--- src/rtl/dmem_arb_pkg.sv ---
// Shared types for the data-memory arbiter: FSM states, read-owner tags and
// the starvation counter width.
package dmem_arb_pkg;

  localparam int STARVE_W = 4;

  typedef enum logic {
    CORE_PRI   = 1'b0,
    HOST_FORCE = 1'b1
  } arb_state_e;

  typedef enum logic [1:0] {
    OWN_NONE = 2'd0,
    OWN_CORE = 2'd1,
    OWN_HOST = 2'd2
  } rd_owner_e;

endpackage

--- src/rtl/arb_starve_ctr.sv ---
// Saturating starvation counter. at_max looks at the value being loaded this
// edge so the arbiter can schedule the forced host slot for the very next cycle.
module arb_starve_ctr
  import dmem_arb_pkg::*;
#(
  parameter int STARVE_MAX = 4
) (
  input  logic clk,
  input  logic reset,
  input  logic inc,
  input  logic clr,
  output logic at_max
);

  localparam logic [STARVE_W-1:0] MAX_C = STARVE_W'(STARVE_MAX);

  logic [STARVE_W-1:0] cnt_q, cnt_d;

  // NOTE: assign a default first so every path writes cnt_d and no latch is inferred.
  always_comb begin
    cnt_d = cnt_q;
    if (clr) begin
      cnt_d = '0;
    end else if (inc && (cnt_q != MAX_C)) begin
      cnt_d = cnt_q + 1'b1;
    end
  end

  assign at_max = (cnt_d == MAX_C);

  // NOTE: non-blocking assignment keeps every flop sampling pre-edge values.
  always_ff @(posedge clk or negedge reset) begin
    if (!reset) begin
      cnt_q <= '0;
    end else begin
      cnt_q <= cnt_d;
    end
  end

endmodule

--- src/rtl/dmem_arbiter.sv ---
// Arbitrates the single-port data memory between the MIPS core (priority) and
// the test host, with a starvation-forced host slot and tagged read returns.
module dmem_arbiter
  import dmem_arb_pkg::*;
#(
  parameter int AW         = 32,
  parameter int DW         = 32,
  parameter int STARVE_MAX = 4
) (
  input  logic          clk,
  input  logic          reset,
  input  logic          core_req,
  input  logic          core_we,
  input  logic [AW-1:0] core_addr,
  input  logic [DW-1:0] core_wdata,
  output logic          core_stall,
  output logic [DW-1:0] core_rdata,
  output logic          core_rvalid,
  input  logic          host_req,
  input  logic          host_we,
  input  logic [AW-1:0] host_addr,
  input  logic [DW-1:0] host_wdata,
  output logic          host_gnt,
  output logic [DW-1:0] host_rdata,
  output logic          host_rvalid,
  output logic          mem_en,
  output logic          mem_we,
  output logic [AW-3:0] mem_addr,
  output logic [DW-1:0] mem_wdata,
  input  logic [DW-1:0] mem_rdata
);

  arb_state_e state_q, state_d;
  rd_owner_e  rd_owner_q, rd_owner_d;
  logic       core_gnt;
  logic       at_max;

  // Byte-lane bits are not used by a word-addressed memory.
  logic unused_byte_bits;
  assign unused_byte_bits = ^{core_addr[1:0], host_addr[1:0]};

  always_ff @(posedge clk or negedge reset) begin
    if (!reset) begin
      state_q    <= CORE_PRI;
      rd_owner_q <= OWN_NONE;
    end else begin
      state_q    <= state_d;
      rd_owner_q <= rd_owner_d;
    end
  end

  always_comb begin
    state_d = state_q;
    case (state_q)
      CORE_PRI:   if (at_max) state_d = HOST_FORCE;
      HOST_FORCE: state_d = CORE_PRI;
    endcase
  end

  // Grants are gated by reset so every strobe is low while reset is held.
  always_comb begin
    core_gnt = 1'b0;
    host_gnt = 1'b0;
    if (reset) begin
      case (state_q)
        CORE_PRI: begin
          core_gnt = core_req;
          host_gnt = host_req & ~core_req;
        end
        HOST_FORCE: begin
          if (host_req) host_gnt = 1'b1;
          else          core_gnt = core_req;
        end
      endcase
    end
  end

  assign core_stall = reset & core_req & ~core_gnt;

  arb_starve_ctr #(
    .STARVE_MAX(STARVE_MAX)
  ) u_starve (
    .clk   (clk),
    .reset (reset),
    .inc   (host_req & ~host_gnt),
    .clr   (host_gnt | ~host_req | (state_q == HOST_FORCE)),
    .at_max(at_max)
  );

  always_comb begin
    mem_en     = 1'b0;
    mem_we     = 1'b0;
    mem_addr   = '0;
    mem_wdata  = '0;
    rd_owner_d = OWN_NONE;
    if (core_gnt) begin
      mem_en    = 1'b1;
      mem_we    = core_we;
      mem_addr  = core_addr[AW-1:2];
      mem_wdata = core_wdata;
      if (!core_we) rd_owner_d = OWN_CORE;
    end else if (host_gnt) begin
      mem_en    = 1'b1;
      mem_we    = host_we;
      mem_addr  = host_addr[AW-1:2];
      mem_wdata = host_wdata;
      if (!host_we) rd_owner_d = OWN_HOST;
    end
  end

  assign core_rvalid = (rd_owner_q == OWN_CORE);
  assign host_rvalid = (rd_owner_q == OWN_HOST);
  assign core_rdata  = core_rvalid ? mem_rdata : '0;
  assign host_rdata  = host_rvalid ? mem_rdata : '0;

endmodule

--- config.mk ---
export PLATFORM = sky130hd
export DESIGN_NAME = dmem_arbiter
export DESIGN_NICKNAME = d
export VERILOG_FILES = /design/src/rtl/dmem_arb_pkg.sv /design/src/rtl/arb_starve_ctr.sv /design/src/rtl/dmem_arbiter.sv
export SDC_FILE = /design/constraint.sdc
export NUM_CORES = 1
export LEC_CHECK = 0
export BUFFER_PORTS_ARGS = -buffer_cell sky130_fd_sc_hd__buf_4
export CORE_AREA = 2 2 117 119
export CTS_CLUSTER_DIAMETER = 50
export CTS_CLUSTER_SIZE = 10
export DETAILED_ROUTE_END_ITERATION = 12
export DIE_AREA = 0 0 119 121
export GPL_TIMING_DRIVEN = 1
export SLEW_MARGIN = 20
export SYNTH_ARGS = -nofsm -noshare
export SYNTH_HDL_FRONTEND = slang
export SYNTH_SLANG_ARGS = --single-unit
--- constraint.sdc ---
create_clock -name clk -period 2.6 [get_ports clk]
set_input_delay 0.52 -clock clk [delete_from_list [all_inputs] [get_ports clk]]
set_output_delay 0.52 -clock clk [all_outputs]
set_load 0.05 [all_outputs]
==> run summary <==
clk slew on worst S/H paths - 40 ps
dpl ws - 306 ps
CP Buf/Inv Count - 3
unique cell type count in the Yosys netlist - 22
GRT Util Overall - 0.117
total CTS buffers - 3
number of gates resized after cts - 0
CP Capture Type - output pin
slowest CP cell - dfrtp_1
maximum fanout along the worst path - 64
largest net degree at the start of global routing - 65
Area growth syn-to-layout - 173%
dpl hpwl - 8230 um
Layout Nets - 641
worst setup path start - state_q
hold buffer count at cts - 0
Power, Total - 1.15 mW
post-route antenna net violation count - 0
Leakage - 2.12 nW
Synth area leaders - a22o_1, and2_1, dfrtp_1, buf_2, nor2_1
die area - 14400 sq um
drt total wl - 9430 um
CP startpoint kind - flop
clock root cell - clkbuf_16
Fin. Hold Viols - 0
WL per Instance - 14.5 um
delay-heaviest family, CP - buffers and inverters
CP cell instances - inv_1, a21oi_4, buf_12, a22o_1, buf_4
most common cell after layout, fill and taps aside - buf_4
post-synth top area cell - a22o_1
num rows - 42
worst slew pin tran - 360 ps
Flop pwr share - 0.103
number of diodes - 0
CTS tree - done
Clock power frac - 0.227
number of max-cap violations - 0
Max Fclk - 440 MHz
Netlist Area Pre-Place - 1430 sq um
Layout Cells excl Fill - 648
Post-Route Skew - 1.33 ps
switching part of the total - 0.444
Sink Count - 7
clock buffer depth - 2
most frequent cells in the layout - buf_4, and2_1, a22o_1, nor2_1, dfrtp_1
DRT Pass-1 Iters - 5
mean area per synthesized cell - 7.53 sq um
first-pass GRT wire length - 13300 um
setup TNS - 0 ps
fin crit period - 2270 ps
RR Startpoint - state_q
Synth top area share - 0.385
RSZ-0062 raised after global routing - no
vias in the first global route - 2560
synthesized instance count - 190
chip width - 119 um
Arr. time, crit path - 1750 ps
setup ws final - 328 ps
Syn Nets - 358
die height - 121 um
hold_ws - 107 ps
HP Class - input pin to asynchronous set/reset pin
Initial Util - 0.109
switching power of the nets - 0.513 mW
Ys Warns - 0
fraction of layout cells with a size suffix above 1 - 0.640
post-layout util - 0.299
Area after DPL - 3830 sq um
relative slew slack - 0.759
Ports - 298
DRT iter0 DRCs - 73
# DRC - 0
type of the worst setup path - flop to output pin
clk_lat worst skew - 230 ps
Finished Cell Area - 3910 sq um
htree depth - 1
Worst EP required - 2080 ps
Remaining Overflow, GRT - 0
postcts setup bufs - 0
vias per cell - 4.04
cell-internal power - 0.642 mW
Pwr Density - 295 nW/um^2
logic gate share of total power - 0.670
synthesized flop and latch total - 7
Slew Viols, Final - 0
Vias - 2619
Final setup viols - 0
antenna violations before repair - 0
Peak supply drop - 0.175 mV
GP Congestion - 0.834
total core area - 13100 sq um
run status - finished, final reports clean
Buffers on Ports - 293
post-synthesis sequential area ratio - 0.122
Tcrit/Tclk final - 0.874
CP max stage delay - 400 ps
placed cell count - 644
flip-flops by register name (all words and copies together), names as in the netlist:
signal / count
u_starve.cnt_q: 4
state_q: 1
rd_owner_q: 2
power by group through the flow:
stage / sequential, mW / combinational (mW) / clock, mW
after global routing: 0.120 / 0.811 / 0.278
after floorplan: 0.119 / 0.419 / 0
final: 0.119 / 0.774 / 0.262
after CTS: 0.119 / 0.779 / 0.268
after global placement: 0.120 / 0.773 / 0
after detailed placement: 0.120 / 0.778 / 0
area by class of cell:
| cell class | instances | area (sq um) |
|---|---|---|
| timing repair buffer | 297 | 2250 |
| clock buffer | 4 | 78.8 |
| multi-input combinational | 159 | 1160 |
| tap | 176 | 220 |
| inverter | 5 | 18.8 |
| fill | 1420 | 9180 |
| sequential | 7 | 175 |
worst paths after layout:
kind / end / slack [ps] / cells after the start
worst min register to register: u_starve.cnt_q[2] / 610 / 2
worst max-delay path: mem_wdata[17] / 330 / 5
worst min-delay path: rd_owner_q[1] / 110 / 1
max in group asynchronous: state_q / 2360 / 1
min in group clk: rd_owner_q[1] / 460 / 2
worst max register to register: state_q / 960 / 5
worst register-to-register path, delay by kind of cell (launching register included):
kind | cells | cell delay, ps
AOI/OAI and AO/OA | 1 | 90
buffers and inverters | 2 | 320
DFF | 1 | 410
and+or+nand+nor | 2 | 700
layer usage:
layer | wire length (um) | vias up | share of wire | track usage
met5 | 0 | - | 0 | 0
met4 | 11 | 0 | 0.0012 | 0.00744
met3 | 975 | 2 | 0.10 | 0.0287
met2 | 4920 | 195 | 0.52 | 0.224
met1 | 3520 | 1164 | 0.37 | 0.135
li1 | - | 1258 | - | -
cells in the mapped netlist (all sizes together):
cell type and count:
or4 1, nor3 1, nor2 7, buf 13, nor2b 4, o31ai 1
a22o 63, xnor2 1, nand2 4, and2 64, inv 5, nand3b 2
o21ai 1, dfrtp 7, o211ai 1, nand4 1, clkbuf 6, a21oi 5
ha 2, and4 1
cell families after synthesis:
family / share of synthesized area
fa+ha+maj: 0.0175
flops: 0.122
compound gates: 0.422
xor+xnor: 0.00612
simple gates: 0.356
buf+inv: 0.0761
(Power assumes the default switching activity.)
